## config.mk

```make
export PLATFORM = sky130hd
export DESIGN_NAME = rx_escape
export DESIGN_NICKNAME = d
export VERILOG_FILES = /design/src/rtl/rx_escape.sv
export SDC_FILE = /design/constraint.sdc
export NUM_CORES = 1
export LEC_CHECK = 0
export ABC_AREA = 1
export CAP_MARGIN = 20
export CORE_AREA = 5 5 66 73
export CTS_CLUSTER_DIAMETER = 80
export DETAILED_ROUTE_END_ITERATION = 6
export DIE_AREA = 0 0 71 78
export PLACE_DENSITY = 0.59
export SETUP_SLACK_MARGIN = 0.05
export SLEW_MARGIN = 20
export SYNTH_ARGS = -nofsm -noshare
export SYNTH_HDL_FRONTEND = slang
export SYNTH_SLANG_ARGS = --single-unit
```

## constraint.sdc

```tcl
create_clock -name CLK_I -period 3.81 [get_ports CLK_I]
set_input_delay 0.5715 -clock CLK_I [delete_from_list [all_inputs] [get_ports CLK_I]]
set_output_delay 0.5715 -clock CLK_I [all_outputs]
set_load 0.05 [all_outputs]
```

## src/rtl/rx_escape.sv

```systemverilog
// Receive-side escape stripper: ESC,ESC yields a literal ESC data byte, ESC,X yields command X.
// Data bytes are buffered in a small FIFO toward the TAP; an optional timer abandons a dangling ESC.
module rx_escape #(
  parameter logic [7:0] ESC     = 8'hB1,
  parameter int         DEPTH   = 2,
  parameter int         TIMEOUT = 0
) (
  input  logic       CLK_I,
  input  logic       RST_NI,
  input  logic [7:0] DATA_REC_I,
  input  logic       RX_VALID_I,
  output logic [7:0] DATA_REC_O,
  output logic       RX_VALID_O,
  input  logic       READ_I,
  output logic [7:0] COMMAND_O,
  output logic       COMMAND_VALID_O,
  output logic       TIMEOUT_O,
  output logic       OVERFLOW_O,
  input  logic       CLEAR_OVF_I
);

  localparam int AW = $clog2(DEPTH);
  localparam int PW = AW + 1;
  localparam int TW = (TIMEOUT > 1) ? $clog2(TIMEOUT) : 1;
  localparam logic [TW-1:0] TLAST = TW'((TIMEOUT > 0) ? TIMEOUT - 1 : 0);

  typedef enum logic {
    IDLE,
    ESC_SEEN
  } state_e;

  state_e        state_q, state_d;
  logic [TW-1:0] timer_q, timer_d;
  logic [PW-1:0] wr_ptr_q, wr_ptr_d;
  logic [PW-1:0] rd_ptr_q, rd_ptr_d;
  logic [7:0]    cmd_q, cmd_d;
  logic          cmd_valid_q, cmd_valid_d;
  logic          timeout_q, timeout_d;
  logic          ovf_q, ovf_d;
  logic [7:0]    mem [DEPTH];

  logic push, pop, wr_en, empty, full;

  // NOTE: every signal assigned in this block gets a default first, so no latch can be inferred.
  always_comb begin
    state_d     = state_q;
    timer_d     = timer_q;
    cmd_d       = cmd_q;
    cmd_valid_d = 1'b0;
    timeout_d   = 1'b0;
    push        = 1'b0;
    case (state_q)
      IDLE: begin
        if (RX_VALID_I) begin
          if (DATA_REC_I == ESC) begin
            state_d = ESC_SEEN;
            timer_d = '0;
          end else begin
            push = 1'b1;
          end
        end
      end
      ESC_SEEN: begin
        // A strobe in the expiry cycle is decoded and suppresses the timeout.
        if (RX_VALID_I) begin
          state_d = IDLE;
          if (DATA_REC_I == ESC) begin
            push = 1'b1;
          end else begin
            cmd_d       = DATA_REC_I;
            cmd_valid_d = 1'b1;
          end
        end else if (TIMEOUT != 0) begin
          if (timer_q == TLAST) begin
            state_d   = IDLE;
            timeout_d = 1'b1;
          end else begin
            timer_d = timer_q + TW'(1);
          end
        end
      end
      default: state_d = IDLE;
    endcase
  end

  // Extra pointer MSB distinguishes full from empty when the index bits match.
  always_comb begin
    empty    = (wr_ptr_q == rd_ptr_q);
    full     = (wr_ptr_q[AW] != rd_ptr_q[AW]) && (wr_ptr_q[AW-1:0] == rd_ptr_q[AW-1:0]);
    pop      = READ_I && !empty;
    wr_en    = push && (!full || pop);
    wr_ptr_d = wr_ptr_q + PW'(wr_en);
    rd_ptr_d = rd_ptr_q + PW'(pop);
    if (push && full && !pop) begin
      ovf_d = 1'b1;
    end else if (CLEAR_OVF_I) begin
      ovf_d = 1'b0;
    end else begin
      ovf_d = ovf_q;
    end
  end

  // NOTE: state is updated with non-blocking assignments so all flops sample pre-edge values.
  always_ff @(posedge CLK_I or negedge RST_NI) begin
    if (!RST_NI) begin
      state_q     <= IDLE;
      timer_q     <= '0;
      wr_ptr_q    <= '0;
      rd_ptr_q    <= '0;
      cmd_q       <= '0;
      cmd_valid_q <= 1'b0;
      timeout_q   <= 1'b0;
      ovf_q       <= 1'b0;
    end else begin
      state_q     <= state_d;
      timer_q     <= timer_d;
      wr_ptr_q    <= wr_ptr_d;
      rd_ptr_q    <= rd_ptr_d;
      cmd_q       <= cmd_d;
      cmd_valid_q <= cmd_valid_d;
      timeout_q   <= timeout_d;
      ovf_q       <= ovf_d;
    end
  end

  // NOTE: storage is not reset; the output mux forces zero while the FIFO is empty.
  always_ff @(posedge CLK_I) begin
    if (wr_en) begin
      mem[wr_ptr_q[AW-1:0]] <= DATA_REC_I;
    end
  end

  assign DATA_REC_O      = empty ? 8'h00 : mem[rd_ptr_q[AW-1:0]];
  assign RX_VALID_O      = !empty;
  assign COMMAND_O       = cmd_q;
  assign COMMAND_VALID_O = cmd_valid_q;
  assign TIMEOUT_O       = timeout_q;
  assign OVERFLOW_O      = ovf_q;

endmodule
```

==> impl_results.md, run 1 <==
- Initial antenna violation count: 0
- Total track usage: 10.9%
- Fin. Hold Viols: 0
- Largest net degree at the start of global routing: 16
- Number of synthesized flops with an enable pin: 16
- Post-synth cell types: 22
- Yosys reg bits: 31
- First-pass GRT wire length: between 4000 and 5000 microns
- # IOs: 33
- Site row count: 24
- Count leader, synth: nand2_1
- Diodes inserted: 0
- Synth top area share: 35.8%
- Most common library cells after synthesis: 46 x nand2_1, 16 x edfxtp_1, 15 x dfrtp_1, 11 x inv_1, 9 x a21oi_1
- Clock sink total: 31
- Synthesized Nets: 144
- Worst EP arrival: 2190 ps
- Die ar.: 5540 sq um
- Setup TNS: 0 ps
- DR DRC count: 0
- Layout cells sized above 1: 11.0%
- Port Buffers: 31
- FILL cells: 395
- MaxCap Viol Count: 0
- Final Setup Violations: 0
- Via count: 943
- Wire length per cell: between 10 and 15 microns
- Kind of critical path: reg2out
- Multi-input gate area: 389 sq um
- Root Driver: clkbuf_8
- Final Wtd Congestion: between 0.7 and 0.8
- Synth Cell Area: 1340 sq um
- Post-route ant nets: 0
- Slew margin rel.: 53.9%
- Vias in the first global route: a little over 900
- Worst Hold Class: reg2reg
- DR iter-0 viols: 27
- Syn Inst Count: 128
- Min Tclk post-route: 2760 ps
- Core footprint: 3960 sq um
- Synth Flop Type: edfxtp_1
- Max frequency: 362 MHz
- Critical path peak fanout: 11
- Async SR Flop Fraction: 48.4%
- Syn Area/Cell: around 10 sq um
- Register area share after synthesis: 63.7%
- Crit path required time: 3240 ps
- Tcrit/Tclk final: 72.5%
- DR pass1 iterations: 4
- CTS clk-pin slew, worst paths: 60 ps
- Initial Util: roughly 34%
- # resized after CTS: 0
- CTS tree: done
- Drt via density: 4.37
- Die height: about 78 microns
- Final wirelength: about 2700 microns
- Final Max Tran Viols: 0
- Status: finished, final reports clean
- Die W: 71 microns
- GR Overflow Total: 0
- Ys Warns: 0
- Post-synth top area cell: edfxtp_1
- CTS Hold Bufs: 0
- Post-CTS Setup Bufs: 0
- CTS buffer count: 5
- Layout overhead on the synthesized area: 31.1%
- Critical Path End Type: output pin
- RSZ-0062 raised after global routing: no
- Worst slew pin tran: 689 ps
- Final HPWL from detailed placement: 2110 microns
- Max Clock Skew: 5.54 ps
- Clock buffer depth: 2
- Synth top area cells: edfxtp_1 36%, dfrtp_1 28%, nand2_1 13%
- H-tree depth: 2
- Nets@finish: 179
- Clock Latency Late Sink: 290 ps
- Sequential cell area: 856 sq um
- Setup crit start kind: flop
-- layout make-up --
| cell class | count | share of cell area (%) |
|---|---|---|
| Tap cell | 52 | 3.70 |
| Clock buffer | 7 | 4.34 |
| Clock inverter | 1 | 0.284 |
| Multi-Input combinational cell | 79 | 22.1 |
| Timing Repair Buffer | 31 | 17.6 |
| Inverter | 15 | 3.34 |
| Sequential cell | 31 | 48.6 |
-- flip-flops by register name, summed over array words and instances (netlist names) --
name,cells
wr_ptr_q,2
state_q,1
mem,16
OVERFLOW_O,1
rd_ptr_q,2
COMMAND_O,8
COMMAND_VALID_O,1
-- kinds of logic (layout without fill, tap and decap cells) --
family,after synthesis,in the layout,share of synthesized area [%]
other,1,1,0.279
AOI/OAI and AO/OA,13,13,5.41
xor gates and xnor gates,2,2,1.30
DFF,31,31,63.7
and+or+nand+nor,60,60,19.2
adders and majority gates,3,3,2.80
buffers and inverters,18,54,7.27
-- critical path: stages (launching register included) --
cell,delay (ps)
dfrtp_1,520
inv_4,170
nand2_1,80
nand2_2,90
nor2_4,70
a21oi_1,150
clkdlybuf4s50_1,820
-- cell usage in the layout (no fill, tap or decap), drive strengths merged --
cell type and n:
clkdlybuf4s50 31, clkinv 1, xor2 2, clkbuf 7
conb 1, edfxtp 16, dfrtp 15, nand2 49
nand3 4, and2 1, o21ai 4, ha 3
nor2 6, a21oi 9, inv 15
-- path summary, 6_finish.rpt --
kind | cells after the start | slack [ps] | startpoint | to
max in group asynchronous | 1 | 2670 | RST_NI | COMMAND_O[3]
min in group asynchronous | 1 | 700 | RST_NI | state_q
max reg2reg | 6 | 1960 | rd_ptr_q[0] | mem[0][4]
max | 6 | 1050 | rd_ptr_q[0] | DATA_REC_O[7]
min | 2 | 480 | OVERFLOW_O | OVERFLOW_O
min reg2reg | 2 | 480 | OVERFLOW_O | OVERFLOW_O
-- metal layers --
layer  track usage [%]  share of wire (%)  up-vias
li1                  -                  -      473
met1              13.2                 44      442
met2              16.9                 49       23
met3              3.23                5.5        5
met4              6.77                1.5        0
met5                 0                  0        -
-- per-stage QoR --
step	cells	cell area, sq um	setup WS, ps	hold slack, ps	util, %
5_1_grt	216	1760	896	503	44.4
6_report	216	1760	1050	480	44.4
2_1_floorplan	128	1340	1690	276	-
3_5_place_dp	208	1680	1280	470	42.4
4_1_cts	216	1760	1040	485	44.4
3_3_place_gp	208	1680	1320	469	42.4
Power of run 1 is not shown: default switching activity piles up to over one toggle a cycle in this logic, so the estimate is an artifact.
==> run 2: changes to the inputs <==
- PLACE_DENSITY: 0.59 -> 0.62
- clock period: 3.81 -> 2.5 ns (I/O delays scaled with it)
==> run 2 against run 1 <==
Sequential share of layout area shrank 0.44 points. Utilization is 0.41 points higher. Critical path type unchanged. Hold slack worse by 5.4 ps. Die area stayed put. Critical path depth up 1.
==> impl_results.md, run 2 (same netlist as run 1, synthesis figures left out) <==
- DR DRC count: 0
- Layout cells sized above 1: 17.0%
- Flop2flop setup slack: between 600 and 700 ps
- Post-route ant nets: 0
- H-tree depth: 2
- Final Wtd Congestion: around 0.80
- Slew margin rel.: 55.4%
- Largest net degree at the start of global routing: 16
- Worst slack, placed: 192 ps
- Critical Path End Type: output pin
- CP Launch Point: rd_ptr_q[0]
- First-pass GRT wire length: 4530 microns
- Slowest cell on crit path: dfrtp_1
- DR pass1 iterations: 4
- Placed Cells: 209
- Site row count: 24
- Most frequent cells in the layout: 46 x nand2_1, 22 x clkdlybuf4s50_1, 16 x edfxtp_1
- Slowest cell delay on critical path: 520 ps
- Max FFs per register: 16
- Setup crit end: DATA_REC_O[7]
- Met3 wire len: between 150 and 200 microns
- Min Tclk post-route: 2070 ps
- Initial antenna violation count: 0
- Die W: between 70 and 80 microns
- Setup crit start kind: flop
- RR Endpoint: mem[1][7]
- Root Driver: clkbuf_8
- Final Setup Violations: 0
- Hold Worst Slack: 474 ps
- Initial Util: 33.9%
- Setup ws final: 433 ps
- Kind of critical path: reg2out
- Crit path required time: 2120 ps
- Worst EP arrival: 1690 ps
- Leading cell type in the layout, fill and taps excluded: nand2_1
- Fin. Hold Viols: 0
- Total track usage: 10.6%
- CTS tree: done
- Final HPWL from detailed placement: 2030 microns
- Port Buffers: 31
- GR Overflow Total: 0
- Max Used Layer: met4
- Clock buffer depth: 2
- # IOs: 33
- Drt via density: approximately 4.3
- Core footprint: 3960 sq um
- Max Clock Skew: 3.42 ps
- Layout Cells excl Fill: 217
- Die ar.: ~5500 sq um
- Diodes inserted: 0
- Die height: 78 microns
- Worst slew pin tran: 667 ps
- Tcrit/Tclk final: ~83%
- R2r startpoint: rd_ptr_q[0]
- CP cell instances: inv_4 > nand2_1 > nand2_2 > nor2_4 > buf_4 > a21oi_1 > buf_4
- Most used cell along the critical path: buf_4
- Final wirelength: about 2600 microns
- Vias in the first global route: 987
- RSZ-0062 raised after global routing: no
- CTS Hold Bufs: 0
- Layout overhead on the synthesized area: 32.3%
- Final Max Tran Viols: 0
- Via count: ~930
- Status: finished, final reports clean
- Clock Latency Late Sink: 280 ps
- Wire length per cell: 12.2 microns
- CTS clk-pin slew, worst paths: 60 ps
- Critical path peak fanout: 11
- Nets@finish: 180
- MaxCap Viol Count: 0
- DR iter-0 viols: 26
- Setup TNS: 0 ps
- Met2 wire len: 1250 microns
- Max frequency: 484 MHz
- Clock sink total: 31
- Worst Hold Class: reg2reg
- Post-route met1 wirelength: 1150 microns
- Reg2reg path depth: 6
- CTS buffer count: 5
==> run 2: how the worst min path moves through the flow <==
stage            startpoint            to  depth (start not counted)
2_1_floorplan        RST_NI  COMMAND_O[0]                          0
3_3_place_gp   COMMAND_O[5]  COMMAND_O[5]                          2
3_5_place_dp     OVERFLOW_O    OVERFLOW_O                          2
4_1_cts          OVERFLOW_O    OVERFLOW_O                          2
5_1_grt        COMMAND_O[4]  COMMAND_O[4]                          2
6_report         OVERFLOW_O    OVERFLOW_O                          2
==> run 2: final cells by class <==
class / instances / area, sq um
repair buffers: 32 / 300
multi-input cells: 79 / 389
fillers: 392 / 2190
inverters: 15 / 58.8
flip-flops and latches: 31 / 856
well taps: 52 / 65.1
clock buffers: 5 / 68.8
clock inverters: 3 / 38.8
==> run 2: stage by stage <==
| step | utilization (%) | area [sq um] |
|---|---|---|
| final | 44.8 | 1780 |
| after global routing | 44.8 | 1780 |
| after CTS | 44.8 | 1770 |
| after detailed placement | 42.0 | 1670 |
| after global placement | 42.0 | 1670 |
| after floorplan | - | 1340 |
==> run 2: what timing repair did <==
action	CTS	global route
resized for setup	0	1
setup endpoints to repair	0	1
buffers inserted	0	0
==> run 2: critical path: cells and delay by family (launching register included) <==
family,cells,cell delay (ps)
AO/OA/AOI/OAI,1,140
buffers and inverters,3,530
flip-flops,1,520
AND/OR/NAND/NOR,3,210
==> run 2: layer usage <==
layer / vias up / GRT usage [%]
met5: - / 0
met4: 0 / 6.20
met3: 6 / 4.39
met2: 27 / 16.7
met1: 421 / 11.9
li1: 474 / -
Power of run 2 is left out for the same reason.
==> run 3: changes to the inputs <==
- clock period: 2.5 -> 1.76 ns (I/O delays scaled with it)
==> run 3 against run 2 <==
Via count is 12% higher. Cell area is 21% higher. Cell count is 12% higher. Critical path depth stayed put. Clock skew is 3.6 ps higher. Sequential cell count stayed put. Sequential share of layout area is 8.2 points lower. Utilization is 9.3 points higher. Routed wire length is 18% higher. Register-to-register slack worse by 520 ps. Highest routed layer unchanged.
==> impl_results.md, run 3 (same netlist as run 1, synthesis figures left out) <==
- Status: finished, final reports clean
- Final wirelength: between 3000 and 4000 microns
- Layout cells sized above 1: 42.4%
- CTS Hold Bufs: 0
- Tcrit/Tclk final: between 90 and 100%
- CTS clk-pin slew, worst paths: 70 ps
- Via count: 1042
- Die W: 71 microns
- Leading cell type in the layout, fill and taps excluded: nand2_1
- CTS buffer count: 5
- Setup TNS: 0 ps
- Placed Cells: ~220
- Hold path startpoint: DATA_REC_I[2]
- CP Launch Point: wr_ptr_q[1]
- DR DRC count: 0
- Setup crit start kind: flop
- Worst EP arrival: 1490 ps
- Max frequency: 571 MHz
- Site row count: 24
- Die height: 78 microns
- # IOs: 33
- Crit path required time: 1500 ps
- Max FFs per register: 16
- Slowest cell on crit path: dfrtp_1
- Placed Area: roughly 1900 sq um
- Largest net degree at the start of global routing: 16
- Die ar.: 5540 sq um
- Critical path peak fanout: 6
- Cell Pwr Density: 2180 nW/um^2
- Max Clock Skew: 7.07 ps
- Wire length per cell: about 13 microns
- Clock Latency Late Sink: 280 ps
- RSZ-0062 raised after global routing: yes
- Total track usage: 11.6%
- Net switching fraction of the power: 44.1%
- DR pass1 iterations: 4
- Part of the power in registers: between 20 and 25%
- GR Overflow Total: 0
- NetSw: ~2.1 mW
- Root Driver: clkbuf_8
- Layout Cells excl Fill: 243
- Nets@finish: about 210
- Port Buffers: 31
- Most frequent cells in the layout: 42 x nand2_1, 33 x buf_4, 16 x edfxtp_1
- Drt via density: 4.29
- Initial antenna violation count: 0
- Final Max Tran Viols: 0
- Vias in the first global route: between 1000 and 1500
- Setup ws final: about 9.5 ps
- Tot Pwr: 4.67 mW
- Layout Utilization: 54.1%
- Clock buffer depth: 2
- Final instance area: 2140 sq um
- Worst Hold Class: in2reg
- H-tree depth: 2
- Final Wtd Congestion: 0.784
- P_leak: 1.05 nW
- Clock sink total: 31
- Min Tclk post-route: roughly 1800 ps
- Top delay family on crit path: flip-flops
- Slowest cell delay on critical path: between 400 and 500 ps
- Internal: 2.61 mW
- Worst slack, placed: -270 ps
- CP cell instances: inv_2 > nand2_2 > and2_4 > nor2_4 > buf_6 > a21oi_2 > buf_12
- Core footprint: slightly below 4000 sq um
- Bufs and invs on worst path: 3
- First-pass GRT wire length: 4910 microns
- DR iter-0 viols: 21
- Worst vdd ir: 0.689 mV
- Diodes inserted: 0
- Fin. Hold Viols: 0
- Power share of the clock group: between 10% and 20%
- Hold Worst Slack: 260 ps
- Final Setup Violations: 0
- Layout overhead on the synthesized area: 59.7%
- Critical Path End Type: output pin
- MaxCap Viol Count: 0
- Power share of the combinational group: 60.7%
- FILL cells: around 340
- R2r startpoint: wr_ptr_q[1]
- Initial Util: 33.9%
- Kind of critical path: reg2out
- Post-route ant nets: 0
- Final HPWL from detailed placement: approximately 2200 microns
- CTS tree: done
==> run 3: changes by cell type in the layout (fill, tap and decap cells not counted), moves of 3 or more <==
| cell | before | now |
|---|---|---|
| inv_2 | 3 | 6 |
| dlymetal6s2s_1 | 1 | 7 |
| nand2_1 | 46 | 42 |
| buf_4 | 9 | 33 |
| inv_1 | 11 | 8 |
| nand2_2 | 2 | 6 |
| buf_6 | 0 | 4 |
| clkdlybuf4s50_1 | 22 | 5 |
| buf_12 | 0 | 9 |
| a21oi_1 | 9 | 6 |
==> run 3: worst paths after layout <==
path,to,slack [ps],cells after the start
worst max-delay path,DATA_REC_O[5],10,7
worst min-delay path,mem[1][2],260,1
worst max register to register,rd_ptr_q[1],160,9
worst min register to register,COMMAND_O[7],490,2
max in group asynchronous,rd_ptr_q[0],1280,2
min in group asynchronous,wr_ptr_q[0],290,2
==> run 3: repair_timing <==
action,CTS,global route
setup endpoints to repair,25,27
endpoints found under the hold margin,0,0
setup buffers,4,6
resized for setup,14,18
pin swaps,3,6
gates cloned,0,1
==> run 3: power groups by stage <==
stage / sequential, mW / combinational (mW) / clock (mW)
detailed placement: 1.16 / 2.51 / 0
CTS: 1.15 / 2.74 / 0.708
global route: 1.17 / 3.00 / 0.738
global placement: 1.16 / 2.47 / 0
floorplan: 1.49 / 1.12 / 0
finish: 1.15 / 2.84 / 0.689
==> run 3: metal layers <==
layer	routed length, microns	up-vias	share of wire (%)	global-route usage, %
met2	1620	24	52	20.0
met3	148	6	4.8	3.36
li1	-	527	-	-
met4	71	0	2.3	7.89
met5	0	-	0	0
met1	1270	485	41	12.0
==> run 3: cell type report <==
class                   count  area (sq um)  area share (%)
flip-flops and latches     31           857            40.0
repair buffers             58           611            28.5
multi-input cells          79           440            20.5
clock buffers               5          68.8            3.21
well taps                  52          65.1            3.03
inverters                  15          58.8            2.74
clock inverters             3          43.8            2.04
Note: power is estimated with default switching activity, not from simulation.
